### config.mk
export PLATFORM = sky130hd
export DESIGN_NAME = mult_share_arbiter_flat
export DESIGN_NICKNAME = d
export VERILOG_FILES = /design/src/rtl/mult_share_arbiter_if.sv /design/src/rtl/mult_share_arbiter.sv /design/src/flat_wrapper.sv
export SDC_FILE = /design/constraint.sdc
export NUM_CORES = 1
export LEC_CHECK = 0
export ABC_AREA = 0
export BUFFER_PORTS_ARGS = -buffer_cell sky130_fd_sc_hd__buf_4
export CORE_UTILIZATION = 44
export CTS_BUF_LIST = sky130_fd_sc_hd__clkbuf_16
export CTS_CLUSTER_SIZE = 16
export DETAILED_ROUTE_END_ITERATION = 8
export HOLD_SLACK_MARGIN = 0.05
export PLACE_DENSITY = 0.79
export SYNTH_ARGS = -nofsm -noshare
export SYNTH_HDL_FRONTEND = slang
export SYNTH_SLANG_ARGS = --single-unit
### constraint.sdc
create_clock -name clk -period 2.2 [get_ports clk]
set_clock_uncertainty 0.15 [all_clocks]
set_input_delay 0.33 -clock clk [delete_from_list [all_inputs] [get_ports clk]]
set_output_delay 0.33 -clock clk [all_outputs]
set_load 0.05 [all_outputs]
### src/rtl/mult_share_arbiter_if.sv
// Bundle between the requesters, the shared multiplier and the response consumer.
// slave is the arbiter side; master is the environment that drives requests and consumes responses.
interface mult_share_arbiter_if #(
  parameter int NUM_REQ = 4
);
  localparam int ID_W = $clog2(NUM_REQ);

  logic [NUM_REQ-1:0]   req_valid;
  logic [NUM_REQ-1:0]   req_ready;
  logic [4*NUM_REQ-1:0] req_a;
  logic [4*NUM_REQ-1:0] req_b;
  logic [3:0]           mul_a;
  logic [3:0]           mul_b;
  logic [7:0]           mul_product;
  logic                 rsp_valid;
  logic [ID_W-1:0]      rsp_id;
  logic [7:0]           rsp_product;
  logic                 rsp_ready;

  modport slave (
    input  req_valid, req_a, req_b, mul_product, rsp_ready,
    output req_ready, mul_a, mul_b, rsp_valid, rsp_id, rsp_product
  );

  modport master (
    output req_valid, req_a, req_b, mul_product, rsp_ready,
    input  req_ready, mul_a, mul_b, rsp_valid, rsp_id, rsp_product
  );
endinterface

### src/rtl/mult_share_arbiter.sv
// Round-robin arbiter that time-shares one external 4x4 signed multiplier among NUM_REQ requesters
// and returns each product on a valid/ready response channel tagged with the requester ID.
module mult_share_arbiter #(
  parameter  int NUM_REQ = 4,
  localparam int ID_W    = $clog2(NUM_REQ)
) (
  input logic                 clk,
  input logic                 rst,
  mult_share_arbiter_if.slave bus
);

  typedef enum logic [1:0] {
    IDLE  = 2'd0,
    ISSUE = 2'd1,
    RESP  = 2'd2
  } state_t;

  state_t state_reg, state_next;

  logic [ID_W-1:0]    rr_ptr_reg;
  logic [ID_W-1:0]    cur_id_reg;
  logic [ID_W-1:0]    grant;
  logic [ID_W-1:0]    grant_plus_one;
  logic               grant_valid;
  logic [NUM_REQ-1:0] ready_vec;

  logic [3:0]      mul_a_reg;
  logic [3:0]      mul_b_reg;
  logic            rsp_valid_reg;
  logic [ID_W-1:0] rsp_id_reg;
  logic [7:0]      rsp_product_reg;

  logic [3:0] a_slice [NUM_REQ];
  logic [3:0] b_slice [NUM_REQ];

  genvar gi;
  generate
    for (gi = 0; gi < NUM_REQ; gi++) begin : g_slice
      assign a_slice[gi] = bus.req_a[4*gi +: 4];
      assign b_slice[gi] = bus.req_b[4*gi +: 4];
    end
  endgenerate

  // First valid requester at or after rr_ptr, wrapping; idx never reaches an unused ID code.
  always_comb begin
    int idx;
    grant       = '0;
    grant_valid = 1'b0;
    idx         = 0;
    for (int k = 0; k < NUM_REQ; k++) begin
      idx = int'(rr_ptr_reg) + k;
      if (idx >= NUM_REQ) idx = idx - NUM_REQ;
      if (!grant_valid && bus.req_valid[ID_W'(idx)]) begin
        grant_valid = 1'b1;
        grant       = ID_W'(idx);
      end
    end
  end

  assign grant_plus_one = (grant == ID_W'(NUM_REQ - 1)) ? '0 : grant + ID_W'(1);

  always_comb begin
    ready_vec = '0;
    if (state_reg == IDLE && grant_valid && !rst) ready_vec[grant] = 1'b1;
  end

  always_ff @(posedge clk) begin
    if (rst) state_reg <= IDLE;
    else     state_reg <= state_next;
  end

  always_comb begin
    state_next = state_reg;
    case (state_reg)
      IDLE:    if (grant_valid) state_next = ISSUE;
      ISSUE:   state_next = RESP;
      RESP:    if (bus.rsp_ready) state_next = IDLE;
      default: state_next = IDLE;
    endcase
  end

  always_ff @(posedge clk) begin
    if (rst) begin
      rr_ptr_reg      <= '0;
      cur_id_reg      <= '0;
      mul_a_reg       <= '0;
      mul_b_reg       <= '0;
      rsp_valid_reg   <= 1'b0;
      rsp_id_reg      <= '0;
      rsp_product_reg <= '0;
    end else begin
      case (state_reg)
        IDLE: begin
          if (grant_valid) begin
            mul_a_reg  <= a_slice[grant];
            mul_b_reg  <= b_slice[grant];
            cur_id_reg <= grant;
            rr_ptr_reg <= grant_plus_one;
          end
        end
        // Operands have been stable on the multiplier for a full cycle here.
        ISSUE: begin
          rsp_product_reg <= bus.mul_product;
          rsp_id_reg      <= cur_id_reg;
          rsp_valid_reg   <= 1'b1;
        end
        RESP: begin
          if (bus.rsp_ready) rsp_valid_reg <= 1'b0;
        end
        default: ;
      endcase
    end
  end

  assign bus.req_ready   = ready_vec;
  assign bus.mul_a       = mul_a_reg;
  assign bus.mul_b       = mul_b_reg;
  assign bus.rsp_valid   = rsp_valid_reg;
  assign bus.rsp_id      = rsp_id_reg;
  assign bus.rsp_product = rsp_product_reg;

endmodule

### src/flat_wrapper.sv
// flat-port wrapper written by rule: the top's interface ports become plain ports
module mult_share_arbiter_flat 
#(
  parameter  int NUM_REQ = 4,
  localparam int ID_W    = $clog2(NUM_REQ)
)
  (clk, rst, bus_req_valid, bus_req_a, bus_req_b, bus_mul_product, bus_rsp_ready, bus_req_ready, bus_mul_a, bus_mul_b, bus_rsp_valid, bus_rsp_id, bus_rsp_product);
  mult_share_arbiter_if #(.NUM_REQ(NUM_REQ)) bus_i ();
  input logic clk;
  input logic rst;
  input wire logic [$bits(bus_i.req_valid)-1:0] bus_req_valid;
  input wire logic [$bits(bus_i.req_a)-1:0] bus_req_a;
  input wire logic [$bits(bus_i.req_b)-1:0] bus_req_b;
  input wire logic [$bits(bus_i.mul_product)-1:0] bus_mul_product;
  input wire logic [$bits(bus_i.rsp_ready)-1:0] bus_rsp_ready;
  output wire logic [$bits(bus_i.req_ready)-1:0] bus_req_ready;
  output wire logic [$bits(bus_i.mul_a)-1:0] bus_mul_a;
  output wire logic [$bits(bus_i.mul_b)-1:0] bus_mul_b;
  output wire logic [$bits(bus_i.rsp_valid)-1:0] bus_rsp_valid;
  output wire logic [$bits(bus_i.rsp_id)-1:0] bus_rsp_id;
  output wire logic [$bits(bus_i.rsp_product)-1:0] bus_rsp_product;
  assign bus_i.req_valid = bus_req_valid;
  assign bus_i.req_a = bus_req_a;
  assign bus_i.req_b = bus_req_b;
  assign bus_i.mul_product = bus_mul_product;
  assign bus_i.rsp_ready = bus_rsp_ready;
  assign bus_req_ready = bus_i.req_ready;
  assign bus_mul_a = bus_i.mul_a;
  assign bus_mul_b = bus_i.mul_b;
  assign bus_rsp_valid = bus_i.rsp_valid;
  assign bus_rsp_id = bus_i.rsp_id;
  assign bus_rsp_product = bus_i.rsp_product;
  mult_share_arbiter #(.NUM_REQ(NUM_REQ)) u_core (.clk(clk), .rst(rst), .bus(bus_i));
endmodule
==> results.toml <==
[outcome]
status = "finished with violations"
violations = "setup timing"

[clock_network]
clk_pin_slew_ns = 0.06
insertion_delay_ns = 0.26
numClockSinks = 25
cts_hold_buf = 0
cts_root_buf = "clkbuf_16"
cts_buffers = 3
cts_tree = "yes"
h-tree-depth = 1
clock_path_buffers = 2

[global_routing]
grt_pass1_vias = 1281
grt_use_total = 0.214
grt_max_degree = 26
grt.overflow.total = 0
grt_first_pass_wirelength_microns = 5280
antenna_found_initial = 0

[critical_path]
crit_slowest_cell = "dfxtp_4"
worst_ep_required_time_ns = 1.72
r2r_cells = 6
worst_path_dominant_cell_family = "simple AND/OR/NAND/NOR gates"
rrSetupSlack_ns = 0.18
cp-end-kind = "output port"
worst_path_largest_cell_delay_ns = 0.40
worst-path-buf-inv = 2
start_kind = "register"
cp_cell_sequence = "nand2_4 > a221oi_4 > or2_1 > inv_2 > ha_1 > and2_4 > buf_6"
crit_fanout = 6
cp.arrival_ns = 1.76
critPathKind = "register to output port"
r2r_end = "u_core.bus.mul_b[3]"
worstReg2RegStart = "u_core.rr_ptr_reg[1]"

[logic_synthesis]
synth_ff_type = "dfxtp_1"
synth_cell_types = 28
synth-edff-count = 0
synth-seq-area-share = 0.390
synth.avg_cell_area_sq_um = 8.97
synth-seq-cells = 25
muxShareOfSynthArea = 0.140
yosys_warnings = 0
syn-cell-area_sq_mm = 0.00128
async_flop_share = 0
synth-simple-area-share = 0.217
synth_top_family_by_area = "simple AND/OR/NAND/NOR gates"
synth_compound_gate_area_share = 0.160
syn-instance-count = 143
synth_fa_ha_area_frac = 0.0390
synth_xor_area_frac = 0
syn_nets = 194

[die]
die_h_microns = 56.0
core_sq_mm = 0.00276
start_util = 0.465
dieArea_sq_mm = 0.00313
num_io_pins = 70
rows = 19
dieWidth_microns = 56.0

[timing]
hold_violations = 0
finalSetupViolCount = 4
finalWorstSetupSlack_ns = -0.0423
post-route-min-period_ns = 2.24
worst_slew_pin_slew_ns = 0.741
fmax_ghz = 0.446
rsz0062_at_grt = "yes"
maxSlewViolCount = 0
slew_headroom = 0.505
finalCritPeriodShare = 1.02

[routing]
avgRoutedWirePerCell_microns = 14.0
vias_per_cell = 5.50
drt_iter0_markers = 48
drc_errors = 0
dr.pass1.iters = 4
drt_wl_total_microns = 3450
num_vias = 1353
ant_nets = 0

[hold_path]
min_from = "rst"
whs_endpoint = "u_core.state_reg[0]"
hold_depth = 2
holdCritPathClass = "input pin to register"

[place]
dpl_worst_slack_ns = 0.0449
hpwl_microns = 2500
portBuffers = 69
place_area_sq_mm = 0.00184
gp_congestion = 0.765
place_inst = 239

[flow_run]
maxCapViolCount = 0

[finish]
seq_area_sq_um = 508
nFillCells = 191
drive_above_1_share = 0.470
largest_reg_flops = 8
multiInputGateArea_sq_um = 807
layoutNonFillerInstCount = 246
area_delta_synth_final_pct = 60.9
antenna_cells = 0
nets = 267
final_area_sq_mm = 0.00206

[pwr]
leakagePower_nw = 0.967
cellPowerDensity_mw_per_mm2 = 804
peakVddDrop_mv = 0.709
cell families (layout without fill, tap and decap cells):
logic type / count (synthesis) / after routing
buffers and inverters: 14 / 86
multiplexers: 18 / 18
adder cells (fa/ha/maj): 4 / 4
AND/OR/NAND/NOR: 51 / 51
AO/OA/AOI/OAI: 31 / 31
flip-flops: 25 / 25
cell type report:
| class | count | share of cell area |
|---|---|---|
| timing repair buffer | 77 | 0.295 |
| tap | 31 | 0.0188 |
| inverter | 5 | 0.00910 |
| clock buffer | 3 | 0.0364 |
| clock inverter | 1 | 0.00364 |
| sequential | 25 | 0.246 |
| multi-input combinational | 104 | 0.391 |
cell usage in the layout, fill, tap and decap left out, types with 3 or more instances in the layout:
cell / n
nand2_1: 22
o221ai_1: 7
buf_8: 3
mux2i_1: 17
buf_4: 72
and2_4: 4
nand3b_1: 9
a21oi_1: 14
clkbuf_16: 3
dfxtp_1: 23
inv_2: 3
repair_timing:
| item | CTS | global route |
|---|---|---|
| setup endpoints to repair | 4 | 4 |
| pin swaps | 2 | 5 |
| buffers inserted | 1 | 2 |
| resized for setup | 11 | 20 |
worst reg2reg max path, delay by kind of cell, from the launching register on:
| kind | cells | cell delay [ns] |
|---|---|---|
| AOI/OAI and AO/OA | 2 | 0.24 |
| buffers and inverters | 2 | 0.42 |
| DFF | 1 | 0.38 |
| muxes | 1 | 0.31 |
| and+or+nand+nor | 1 | 0.40 |
where the power goes:
part	switching (W)	total [W]	internal [W]
Combinational	0.000398	0.000685	0.000287
Sequential	0.0000478	0.000565	0.000517
Clock	0.000163	0.000410	0.000247
Total	0.000609	0.00166	0.00105
stage by stage:
| step | TNS (ns) | power (W) | utilization | hold slack (ns) |
|---|---|---|---|---|
| after floorplan | 0 | 0.000972 | - | 0.282 |
| after global placement | 0 | 0.00116 | 0.666 | 0.292 |
| after detailed placement | 0 | 0.00118 | 0.666 | 0.298 |
| after CTS | -0.0112 | 0.00161 | 0.715 | 0.131 |
| after global routing | -0.282 | 0.00173 | 0.748 | 0.139 |
| final | -0.0982 | 0.00166 | 0.748 | 0.143 |
cell usage after synthesis, types with 2 or more instances:
cell type  instances  area share
a21oi_1           15       0.059
and2_1             5       0.024
buf_4              2       0.012
clkbuf_1           5       0.015
dfxtp_1           25        0.39
ha_1               4       0.039
inv_1              4       0.012
mux2i_1           18        0.14
nand2_1           23       0.067
nand2b_1           2      0.0098
nand3b_1           9       0.053
nor2_1             2      0.0059
nor2b_1            2      0.0098
nor4_1             2      0.0098
o21ai_0            2      0.0078
o21ai_1            2      0.0078
o221ai_1           8       0.055
or3_1              2      0.0098
or3b_1             2       0.014
routing by layer:
metal,track usage,wire (microns),up-vias
met5,0,0,-
li1,-,-,658
met3,0.0465,224,6
met2,0.388,1780,59
met4,0.0906,53,0
met1,0.239,1390,630
worst max-delay path by stage:
stage | start | endpoint | slack [ns] | depth (start not counted)
3_5_place_dp | bus_req_valid[2] | bus_req_ready[3] | 0.04 | 8
6_report | u_core.rr_ptr_reg[1] | bus_req_ready[3] | -0.04 | 7
2_1_floorplan | u_core.rr_ptr_reg[1] | bus_req_ready[3] | 0.01 | 7
4_1_cts | u_core.rr_ptr_reg[1] | bus_req_ready[3] | -0.01 | 7
5_1_grt | u_core.rr_ptr_reg[1] | bus_req_ready[3] | -0.08 | 7
3_3_place_gp | bus_req_valid[2] | bus_req_ready[2] | 0.09 | 8
(Power assumes the default switching activity.)
